$ cat config.mk
export PLATFORM = sky130hd
export DESIGN_NAME = lc3_mem_arbiter
export DESIGN_NICKNAME = d
export VERILOG_FILES = /design/src/rtl/lc3_mem_arbiter.sv
export SDC_FILE = /design/constraint.sdc
export NUM_CORES = 1
export LEC_CHECK = 0
export ABC_CLOCK_PERIOD_IN_PS = 2300
export CORE_MARGIN = 2
export CORE_UTILIZATION = 40
export CTS_CLUSTER_DIAMETER = 50
export DETAILED_ROUTE_END_ITERATION = 8
export PLACE_DENSITY_LB_ADDON = 0.12
export SLEW_MARGIN = 20
export SYNTH_ARGS = -nofsm -noshare
export SYNTH_HDL_FRONTEND = slang
export SYNTH_SLANG_ARGS = --single-unit
$ cat constraint.sdc
create_clock -name clk -period 2.3 [get_ports clk]
set_input_delay 0.46 -clock clk [delete_from_list [all_inputs] [get_ports clk]]
set_output_delay 0.46 -clock clk [all_outputs]
set_load 0.01 [all_outputs]
$ cat src/rtl/lc3_mem_arbiter.sv
// Purpose: arbitrates the single-port LC-3 memory between the CPU and the loader/debug port.
// Latency: request sampled in IDLE -> mem_en next cycle -> ack MEM_LAT+2 cycles after request.
// Backpressure: one access in flight; a losing requester holds req until granted and acked.
// Optional feature: define ARB_RR_EN for round-robin arbitration (default: loader has priority).
module lc3_mem_arbiter #(
  parameter int AW      = 16,
  parameter int DW      = 16,
  parameter int MEM_LAT = 1
) (
  input  logic          clk,
  input  logic          reset,
  input  logic          cpu_req,
  input  logic          cpu_we,
  input  logic [AW-1:0] cpu_addr,
  input  logic [DW-1:0] cpu_wdata,
  output logic          cpu_ack,
  output logic [DW-1:0] cpu_rdata,
  input  logic          ld_req,
  input  logic          ld_we,
  input  logic [AW-1:0] ld_addr,
  input  logic [DW-1:0] ld_wdata,
  output logic          ld_ack,
  output logic [DW-1:0] ld_rdata,
  output logic          mem_en,
  output logic          mem_we,
  output logic [AW-1:0] mem_addr,
  output logic [DW-1:0] mem_wdata,
  input  logic [DW-1:0] mem_rdata,
  output logic          busy,
  output logic          owner_ld
);

  typedef enum logic [1:0] {S_IDLE, S_ISSUE, S_WAIT, S_DONE} state_t;

  // Down-counter only needs to hold MEM_LAT-1.
  localparam int CW = (MEM_LAT > 1) ? $clog2(MEM_LAT) : 1;
  localparam logic [CW-1:0] CNT_INIT = CW'(MEM_LAT - 1);

  state_t        state_q, state_d;
  logic [CW-1:0] cnt_q, cnt_d;
  logic          we_q, we_d;
  logic [AW-1:0] addr_q, addr_d;
  logic [DW-1:0] wdata_q, wdata_d;
  logic          owner_ld_q, owner_ld_d;
  logic [DW-1:0] cpu_rdata_q, cpu_rdata_d;
  logic [DW-1:0] ld_rdata_q, ld_rdata_d;
  logic          grant_ld;

  // Arbitration: decide which requester wins when the FSM is idle.
  always_comb begin
    grant_ld = 1'b0;
`ifdef ARB_RR_EN
    // On contention serve whichever port was not granted last.
    grant_ld = ld_req && (!cpu_req || !owner_ld_q);
`else
    // Loader owns memory during program load: it wins every contention.
    grant_ld = ld_req;
`endif
  end

  // Next-state and datapath: latch payload at grant, count read latency, capture read data.
  always_comb begin
    state_d     = state_q;
    cnt_d       = cnt_q;
    we_d        = we_q;
    addr_d      = addr_q;
    wdata_d     = wdata_q;
    owner_ld_d  = owner_ld_q;
    cpu_rdata_d = cpu_rdata_q;
    ld_rdata_d  = ld_rdata_q;
    case (state_q)
      S_IDLE: begin
        if (cpu_req || ld_req) begin
          owner_ld_d = grant_ld;
          we_d       = grant_ld ? ld_we    : cpu_we;
          addr_d     = grant_ld ? ld_addr  : cpu_addr;
          wdata_d    = grant_ld ? ld_wdata : cpu_wdata;
          state_d    = S_ISSUE;
        end
      end
      S_ISSUE: begin
        cnt_d   = CNT_INIT;
        state_d = S_WAIT;
      end
      S_WAIT: begin
        if (cnt_q == '0) begin
          // Writes leave the held read data untouched.
          if (!we_q) begin
            if (owner_ld_q) ld_rdata_d  = mem_rdata;
            else            cpu_rdata_d = mem_rdata;
          end
          state_d = S_DONE;
        end else begin
          cnt_d = cnt_q - 1'b1;
        end
      end
      S_DONE:  state_d = S_IDLE;
      default: state_d = S_IDLE;
    endcase
  end

  // State and payload registers; reset aborts any access in flight.
  always_ff @(posedge clk or negedge reset) begin
    if (!reset) begin
      state_q     <= S_IDLE;
      cnt_q       <= '0;
      we_q        <= 1'b0;
      addr_q      <= '0;
      wdata_q     <= '0;
      owner_ld_q  <= 1'b0;
      cpu_rdata_q <= '0;
      ld_rdata_q  <= '0;
    end else begin
      state_q     <= state_d;
      cnt_q       <= cnt_d;
      we_q        <= we_d;
      addr_q      <= addr_d;
      wdata_q     <= wdata_d;
      owner_ld_q  <= owner_ld_d;
      cpu_rdata_q <= cpu_rdata_d;
      ld_rdata_q  <= ld_rdata_d;
    end
  end

  // Outputs decode straight from flops, so no input reaches an output combinationally.
  always_comb begin
    mem_en    = (state_q == S_ISSUE);
    mem_we    = (state_q == S_ISSUE) && we_q;
    mem_addr  = addr_q;
    mem_wdata = wdata_q;
    busy      = (state_q != S_IDLE);
    owner_ld  = owner_ld_q;
    cpu_ack   = (state_q == S_DONE) && !owner_ld_q;
    ld_ack    = (state_q == S_DONE) && owner_ld_q;
    cpu_rdata = cpu_rdata_q;
    ld_rdata  = ld_rdata_q;
  end

endmodule

==> metrics.md, run 1 <==
| Metric | Value |
|---|---|
| Outcome | complete, no violations |
| Row count | 31 |
| Placement Cell Area | 4690 µm² |
| DRT iter0 DRCs | around 120 |
| Worst Tran Pin Value | between 0.5 and 0.6 ns |
| Hold Vio Cnt, Final | 0 |
| Fill cells | 565 |
| Initial antenna violation count | 0 |
| Crit. End Element | output pin |
| Seq/Total Area, Yosys | between 50% and 60% |
| Max frequency | ~460 MHz |
| Core ar. | ~7300 µm² |
| DR vias | 2632 |
| Chip width | roughly 90 µm |
| DRC viols | 0 |
| Max cap viols | 0 |
| Final HPWL from detailed placement | between 6000 and 7000 µm |
| Wire per inst | about 17 µm |
| RSZ-0062 raised after global routing | false |
| Final ANT Viol Nets | 0 |
| Input/output buffers | 155 |
| Critical path startpoint category | flip-flop |
| Syn Inst Count | roughly 240 |
| Cell taking the most area after synthesis | dfrtp_1 |
| Die height | 90.7 µm |
| Synth warn | 0 |
| Initial core utilization | 41.5% |
| Total Routed Length | between 8000 and 9000 µm |
| Post-CTS Setup Bufs | 0 |
| Vias in the first global route | approximately 2800 |
| Global route overflow | 0 |
| Register bit total from synthesis | 68 |
| Share of layout cells above drive strength 1 | roughly 16% |
| Final std cell area, no fill | roughly 4900 µm² |
| Post-synthesis cell type count | 22 |
| Nets | 490 |
| Setup violations, final | 0 |
| Area grow syn2layout | 62.9% |
| Htree depth | 3 |
| Tot GR Track Use | a little over a fifth |
| Num ports | between 150 and 200 |
| First-pass GRT wire length | 13900 µm |
| Yosys top cell area share | a little under three fifths |
| HP Class | in2async |
| Post-route minimum period | roughly 2.2 ns |
| Slew Limit Fails | 0 |
| PwrDens | roughly 1300 nW/µm² |
| Clk buf depth | 2 |
| Drt via density | 5.23 |
| Die footprint | approximately 8200 µm² |
| Period utilization | between 90% and 100% |
| Dominant cells by area after synthesis | dfrtp_1, o32ai_1, mux2_2, o22ai_1, mux2_4 |
| Placer Congestion | between 0.7 and 0.8 |
| CTS tree | built |
| Ant diodes | 0 |
| Synthesized area per cell | 12.4 µm² |
| Cell Area, Synth | between 3000 and 4000 µm² |
| Pin count of the biggest net entering global routing | 33 |
| Max VDD drop | about 0.00066 V |
| Final design utilization | ~68% |
| WP data arrival | around 1.7 ns |
| Clock sink count | approximately 70 |
| Slack of the critical path | ~0.15 ns |
| CTS Buf Count | 9 |
| Clock latency on the worst-skew pair | 0.34 ns |
| DP Worst Slack | 0.363 ns |
| CP required | ~1.8 ns |
| Synthesized net count | ~330 |
| Root buffer cell | clkbuf_8 |
| Critical path class | reg2out |
| Max-slew headroom | around two thirds |
| Setup_tns | 0 ns |
| Leak | a little under 0.002 µW |
| Crit path max fanout | 4 |
| Worst Skew | approximately 0.0044 ns |
| Clock-pin slew on the worst setup and hold paths | 0.07 ns |
| Pwr Total | ~6600 µW |
| Router iterations before antenna repair | 4 |
-- path summary, 6_finish.rpt --
check                           cells past startpoint  slack (ns)          start             to
worst max-delay path                                4        0.15     state_q[1]         mem_we
worst min-delay path                                1        0.09          reset   mem_addr[14]
worst max register to register                      7        0.50     state_q[0]   mem_wdata[7]
worst min register to register                      1        0.51  cpu_rdata[13]  cpu_rdata[13]
max in group asynchronous                           2        1.51          reset    mem_addr[8]
min in group clk                                    1        0.51  cpu_rdata[13]  cpu_rdata[13]
-- where the power goes --
group | internal (µW) | total (µW) | switching, µW
Combinational | 1980 | 3300 | 1320
Clock | 552 | 985 | 432
Sequential | 1830 | 2280 | 450
-- through the flow --
stage / hold WS [ns] / std cells
2_1_floorplan: 0.164 / 242
3_3_place_gp: 0.462 / 487
3_5_place_dp: 0.465 / 487
4_1_cts: 0.0986 / 503
5_1_grt: 0.126 / 503
6_report: 0.0949 / 503
-- cells in the mapped netlist --
cell      number
dfrtp_1       68
o22ai_1       33
nor2_1        32
o32ai_1       32
mux2_2        23
clkbuf_1      10
mux2_4        10
buf_2          7
ha_1           5
nand2_1        4
nor3_1         4
inv_1          3
and2_1         2
a21oi_1        1
buf_1          1
buf_12         1
buf_4          1
nand3b_4       1
nor2b_1        1
nor3b_1        1
nor3b_4        1
or2_1          1
-- sequential cells by signal, indices dropped and copies added (netlist names) --
signal / count
cpu_rdata: 16
ld_rdata: 16
mem_addr: 16
mem_wdata: 16
state_q: 2
owner_ld: 1
we_q: 1
-- critical path: stages (launching register included) --
cell and delay (ns):
dfrtp_1 0.41, inv_1 0.12, ha_1 0.17, and2_1 0.12, clkdlybuf4s50_1 0.54
-- area by class of cell --
class,count,area [µm²],share of cell area [%]
tap,99,124,2.53
multi-input combinational,151,1190,24.3
inverter,3,11.3,0.230
clock inverter,5,50.0,1.02
timing repair buffer,166,1670,34.0
sequential,68,1700,34.7
clock buffer,11,151,3.09
-- cell families after synthesis --
logic type	share of synthesized area (%)
adder cells (fa/ha/maj)	2.08
buffers and inverters	3.83
flip-flops	56.6
AO/OA/AOI/OAI	16.4
AND/OR/NAND/NOR	7.53
multiplexers	13.6
-- cells in the final DEF (no fill, tap or decap), types with 2 or more instances in the layout --
cell             Yosys  final
ha_1                 5      4
nor3_1               4      4
clkdlybuf4s50_1      0    154
dfrtp_1             68     68
nand2_1              4      4
o32ai_1             32     32
o22ai_1             33     33
mux2_4              10     10
buf_4                1      8
inv_1                3      3
nor2_1              32     32
clkbuf_8             0     11
clkinv_2             0      4
mux2_2              23     23
buf_12               1      3
and2_1               2      2
-- per-layer routing --
metal	routed length (µm)	up-vias	GRT usage [%]
li1	-	1240	-
met1	3530	1257	27.0
met2	4080	117	34.1
met3	658	18	5.43
met4	199	0	8.85
met5	0	-	0
-- repair_timing --
item | CTS | global route
hold buffers | 0 | 0
endpoints found under the setup margin | 0 | 1
gates resized for setup | 0 | 1
hold endpoints to repair | 0 | 0
Note: power is estimated with default switching activity, not from simulation.
==> inputs of run 2 (changes only) <==
- CORE_MARGIN: 2 -> 10
- SLEW_MARGIN: 20 -> 30
==> run 2 against run 1 <==
Non-clock buffer count increased by 2. Largest cell class unchanged. Sequential power about the same. Utilization fell by 0.17 points. Highest routed layer unchanged. Worst setup slack lost 0.0063 ns. Wire length increased by 14%. Critical endpoint unchanged. Clock power is 9% higher. Clock skew grew 0.0055 ns. Global-route usage fell by 4.4 points. Cell area increased by 0.28%. Die area up 38%. Via count is 0.87% higher. Final cell count rose by 0.40%.
==> metrics.md, run 2 (synthesis results as in run 1) <==
| Metric | Value |
|---|---|
| Outcome | complete, no violations |
| Placer Congestion | 0.742 (+0.49%) |
| Vias in the first global route | 2821 (+0.43%) |
| Final cell count without fillers | 505 (+0.40%) |
| Worst Skew | 0.00994 ns (+0.00553 ns) |
| Max VDD drop | 0.000556 V (-16%) |
| Htree depth | 3 (unchanged) |
| Dpl cells | 489 (+0.41%) |
| Ant diodes | 0 (unchanged) |
| Post-route minimum period | 2.16 ns (+0.00630 ns) |
| CP required | 1.84 ns (about the same) |
| DP Worst Slack | 0.396 ns (+0.0327 ns) |
| Chip width | 107 µm (+18%) |
| Delay of the slowest cell on the worst path | 0.54 ns (about the same) |
| WP data arrival | 1.70 ns (about the same) |
| Input/output buffers | 155 (unchanged) |
| Crit path max fanout | 4 (unchanged) |
| Setup_tns | 0 ns (unchanged) |
| Drt via density | 5.26 (+0.47%) |
| Clock latency on the worst-skew pair | 0.33 ns (about the same) |
| Nets | 492 (+0.41%) |
| Leak | 0.00199 µW (+0.37%) |
| Critical path class | reg2out |
| Top Layer Used | met4 |
| CP Buf/Inv Count | 2 (unchanged) |
| Initial antenna violation count | 0 (unchanged) |
| Core ar. | 7290 µm² (+0.53%) |
| Die height | 107 µm (+18%) |
| Post-CTS Setup Bufs | 0 (unchanged) |
| Total Routed Length | 9650 µm (+14%) |
| Fill cells | 615 (+8.8%) |
| Crit-path slowest cell | clkdlybuf4s50_1 |
| CP top delay family | buffers and inverters |
| Commonest non-fill, non-tap cells in the layout | clkdlybuf4s50_1, dfrtp_1, o22ai_1 |
| Setup violations, final | 0 (unchanged) |
| Root buffer cell | clkbuf_8 |
| HP Class | in2async |
| Share of layout cells above drive strength 1 | 15.8% (-0.078 points) |
| Max-slew headroom | 75.8% (+11 points) |
| Clk buf depth | 2 (unchanged) |
| Hold Vio Cnt, Final | 0 (unchanged) |
| Die footprint | 11400 µm² (+38%) |
| Critical path startpoint category | flip-flop |
| Num ports | 156 (unchanged) |
| Period utilization | 93.8% (+0.27 points) |
| PwrDens | 1360 nW/µm² (+1.6%) |
| DRT iter0 DRCs | 105 (-11%) |
| Crit path depth | 4 (unchanged) |
| WL met3 | 839 µm (+28%) |
| First-pass GRT wire length | 15300 µm (+11%) |
| Initial core utilization | 41.2% (-0.22 points) |
| Row count | 31 (unchanged) |
| Final HPWL from detailed placement | 7190 µm (+17%) |
| Area grow syn2layout | 63.3% |
| Wire per inst | 19.1 µm (+14%) |
| Final design utilization | 67.3% (-0.17 points) |
| Final ANT Viol Nets | 0 (unchanged) |
| # resized after CTS | 0 (unchanged) |
| CTS tree | built |
| Worst path cell trace | inv_1, ha_1, and2_1, clkdlybuf4s50_1 |
| # hold bufs at CTS | 0 (unchanged) |
| Pwr Total | 6690 µW (+1.8%) |
| Clock sink count | 68 (unchanged) |
| Pin count of the biggest net entering global routing | 69 (+110%) |
| Max cap viols | 0 (unchanged) |
| R2R cell count | 5 (-2) |
| Slew Limit Fails | 0 (unchanged) |
| CTS Buf Count | 9 (unchanged) |
| Worst Tran Pin Value | 0.363 ns (-0.162 ns) |
| Met2 Routed Length | 4810 µm (+18%) |
| DRC viols | 0 (unchanged) |
| Clock-pin slew on the worst setup and hold paths | 0.07 ns (about the same) |
| Slack of the critical path | 0.142 ns (-0.00631 ns) |
| Tot GR Track Use | 16.7% (-4.4 points) |
| Commonest non-fill, non-tap cell in the layout | clkdlybuf4s50_1 |
| Router iterations before antenna repair | 4 (unchanged) |
| DR vias | 2655 (+0.87%) |
| Global route overflow | 0 (unchanged) |
| Max frequency | 463 MHz (-0.29%) |
| Crit. End Element | output pin |
| RSZ-0062 raised after global routing | false |
| Wl on met1 | 3890 µm (+10%) |
[run 2: layer usage]
layer | global-route usage, % | vias up
li1 | - | 1239
met1 | 19.2 | 1308
met2 | 28.0 | 101
met3 | 6.35 | 7
met4 | 5.71 | 0
met5 | 0 | -
[run 2: power breakdown]
group	switching, µW	total, µW	internal [µW]	leakage, µW
clock network	455	1070	613	0.000111
logic	1370	3360	1990	0.00108
registers	433	2260	1830	0.000799
total	2260	6690	4430	0.00199
[run 2: per-stage QoR]
step | hold WS, ns | area, µm²
floorplan | 0.164 | 3010
global placement | 0.488 | 4700
detailed placement | 0.492 | 4700
CTS | 0.155 | 4910
global route | 0.156 | 4910
finish | 0.146 | 4910
[run 2: worst paths after layout]
| kind | from | end | slack, ns |
|---|---|---|---|
| max | state_q[1] | mem_we | 0.14 |
| min | reset | mem_addr[13] | 0.15 |
| max reg2reg | state_q[0] | state_q[1] | 0.40 |
| min reg2reg | cpu_rdata[10] | cpu_rdata[10] | 0.51 |
| max in group asynchronous | reset | ld_rdata[12] | 1.86 |
| min in group clk | cpu_rdata[10] | cpu_rdata[10] | 0.51 |
[run 2: area by class of cell]
class | count | area, µm² | share of cell area [%]
sequential | 68 | 1700 | 34.6
clock inverter | 6 | 87.6 | 1.78
tap | 99 | 124 | 2.52
timing repair buffer | 168 | 1670 | 34.0
multi-input combinational | 151 | 1190 | 24.2
inverter | 3 | 11.3 | 0.229
clock buffer | 10 | 128 | 2.60
[run 2: worst register-to-register path, cell delays in order, from the launching register on]
cell and delay, ns:
dfrtp_1 0.40, inv_1 0.13, ha_1 0.24, buf_4 0.27
nor3b_1 0.37, mux2_2 0.38
==> inputs of run 3 (changes only) <==
==> constraint.sdc (replaced) <==
create_clock -name clk -period 2.3 [get_ports clk]
set_input_delay 0.345 -clock clk [delete_from_list [all_inputs] [get_ports clk]]
set_output_delay 0.345 -clock clk [all_outputs]
set_load 0.01 [all_outputs]
==> run 3 against run 2 <==
Critical path depth stayed put. Sequential share of layout area about the same. Worst setup slack better by 0.12 ns. Cell area down 0.13%. Utilization is 0.086 points lower. Sequential power barely moved. Clock power up 5%. Combinational power is 1% lower. Worst hold slack worse by 0.12 ns. Global-route usage up 0.16 points. Die area stayed put. Non-clock buffer count is 2 lower.
==> metrics.md, run 3 (synthesis results as in run 1) <==
| Metric | Value |
|---|---|
| Clock share of power | 16.7% (+0.7 points) |
| Reg2reg end | mem_addr[0] |
| Num ports | 156 (unchanged) |
| # hold bufs at CTS | 0 (unchanged) |
| Max cap viols | 0 (unchanged) |
| Pwr Total | 6680 µW (about the same) |
| Router iterations before antenna repair | 4 (unchanged) |
| Core ar. | 7290 µm² (unchanged) |
| Worst Skew | 0.00854 ns (-0.00140 ns) |
| Placer Congestion | 0.712 (-4.0%) |
| Post-route minimum period | 2.04 ns (-0.116 ns) |
| Drt via density | 5.24 (-0.25%) |
| Hold Vio Cnt, Final | 0 (unchanged) |
| Max frequency | 490 MHz (+5.7%) |
| Nets | 490 (-0.41%) |
| Row count | 31 (unchanged) |
| Switching share of power | 33.8% (+0.074 points) |
| CTS Buf Count | 9 (unchanged) |
| Wire per inst | 19.2 µm (+0.53%) |
| Share of layout cells above drive strength 1 | 15.6% (-0.17 points) |
| Ant diodes | 0 (unchanged) |
| Clock-pin slew on the worst setup and hold paths | 0.08 ns (about the same) |
| Area grow syn2layout | 63.1% |
| Initial antenna violation count | 0 (unchanged) |
| Chip width | 107 µm (unchanged) |
| R2r setup slk | 0.42 ns (+0.02 ns) |
| # resized after CTS | 0 (unchanged) |
| Die footprint | 11400 µm² (unchanged) |
| Input/output buffers | 155 (unchanged) |
| Max-slew headroom | 56.6% (-19 points) |
| CP required | 1.96 ns (+0.12 ns) |
| Post-CTS Setup Bufs | 0 (unchanged) |
| Clock sink count | 68 (unchanged) |
| Crit path max fanout | 5 (+1) |
| Root buffer cell | clkbuf_8 |
| Htree depth | 3 (unchanged) |
| Final ANT Viol Nets | 0 (unchanged) |
| Critical path class | reg2out |
| First-pass GRT wire length | 15500 µm (+0.99%) |
| Setup_tns | 0 ns (unchanged) |
| DR vias | 2638 (-0.64%) |
| RSZ-0062 raised after global routing | false |
| Tot GR Track Use | 16.9% (+0.16 points) |
| Clock latency on the worst-skew pair | 0.33 ns (about the same) |
| Critical path startpoint category | flip-flop |
| Reg2reg start | state_q[0] |
| Switching pwr | 2260 µW (+0.14%) |
| Die height | 107 µm (unchanged) |
| Period utilization | 88.8% (-5.0 points) |
| CTS tree | built |
| Leak | 0.00199 µW (-0.42%) |
| Flop pwr share | 33.8% (about the same) |
| Crit. End Element | output pin |
| WP data arrival | 1.70 ns (about the same) |
| Internal power | 4420 µW (-0.19%) |
| Max VDD drop | 0.000605 V (+8.8%) |
| Part of the power in combinational logic | 49.5% (-0.7 points) |
| Commonest non-fill, non-tap cells in the layout | clkdlybuf4s50_1, dfrtp_1, o22ai_1 |
| DRC viols | 0 (unchanged) |
| Worst Tran Pin Value | 0.650 ns (+0.288 ns) |
| Clk buf depth | 2 (unchanged) |
| Total Routed Length | 9660 µm (+0.13%) |
| Final HPWL from detailed placement | 7260 µm (+1.1%) |
| Commonest non-fill, non-tap cell in the layout | clkdlybuf4s50_1 |
| PwrDens | 1360 nW/µm² (about the same) |
| Slew Limit Fails | 0 (unchanged) |
| DRT iter0 DRCs | 88 (-16%) |
| Pin count of the biggest net entering global routing | 34 (-51%) |
| HP Class | in2async |
| R2R cell count | 7 (+2) |
| Initial core utilization | 41.2% (unchanged) |
| Global route overflow | 0 (unchanged) |
| Vias in the first global route | 2852 (+1.1%) |
| Setup violations, final | 0 (unchanged) |
| Outcome | complete, no violations |
## run 3: cell count changes in the layout (fill, tap and decap cells not counted)
cell,delta
clkinvlp_4,+1
clkbuf_1,-1
clkbuf_8,+1
buf_4,-2
clkinv_4,-1
## run 3: worst max-delay path by stage
| stage | slack [ns] | startpoint | end | cells after the start |
|---|---|---|---|---|
| CTS | 0.23 | state_q[0] | busy | 4 |
| finish | 0.26 | state_q[1] | busy | 4 |
| global placement | 0.52 | ld_req | mem_wdata[6] | 5 |
| global route | 0.15 | state_q[0] | busy | 4 |
| floorplan | 0.60 | state_q[0] | cpu_rdata[0] | 5 |
| detailed placement | 0.45 | state_q[0] | mem_addr[4] | 7 |
## run 3: power groups by stage
| stage | logic, µW | registers (µW) | clock network [µW] |
|---|---|---|---|
| 2_1_floorplan | 1310 | 2510 | 0 |
| 3_3_place_gp | 3290 | 2250 | 0 |
| 3_5_place_dp | 3360 | 2280 | 0 |
| 4_1_cts | 3370 | 2260 | 1140 |
| 5_1_grt | 3580 | 2340 | 1190 |
| 6_report | 3310 | 2260 | 1120 |
## run 3: metal layers
metal | share of wire [%] | routed length, µm | up-vias | global-route usage (%)
li1 | - | - | 1235 | -
met1 | 41 | 3980 | 1289 | 19.8
met2 | 49 | 4780 | 106 | 28.2
met3 | 8.2 | 795 | 8 | 6.05
met4 | 1.1 | 104 | 0 | 5.42
met5 | 0 | 0 | - | 0
## run 3: cell type report
| class | count | area [µm²] |
|---|---|---|
| Fill cell | 613 | 2390 |
| Sequential cell | 68 | 1700 |
| Timing Repair Buffer | 166 | 1650 |
| Multi-Input combinational cell | 151 | 1190 |
| Clock buffer | 10 | 138 |
| Tap cell | 99 | 124 |
| Clock inverter | 6 | 86.3 |
| Inverter | 3 | 11.3 |
## run 3: stage by stage
step	hold slack [ns]	utilization, %	area [µm²]	setup slack (ns)	std cells
6_report	0.0277	67.3	4900	0.257	503
5_1_grt	0.0546	67.3	4900	0.155	503
4_1_cts	0.0358	67.3	4900	0.228	503
3_5_place_dp	0.404	64.2	4680	0.451	487
3_3_place_gp	0.405	64.2	4680	0.516	487
2_1_floorplan	0.0494	-	3010	0.601	242
## run 3: worst max-delay path: stages (launching register included)
cell and delay, ns:
dfrtp_1 0.40, inv_1 0.09, ha_1 0.23, inv_1 0.10
clkdlybuf4s50_1 0.54
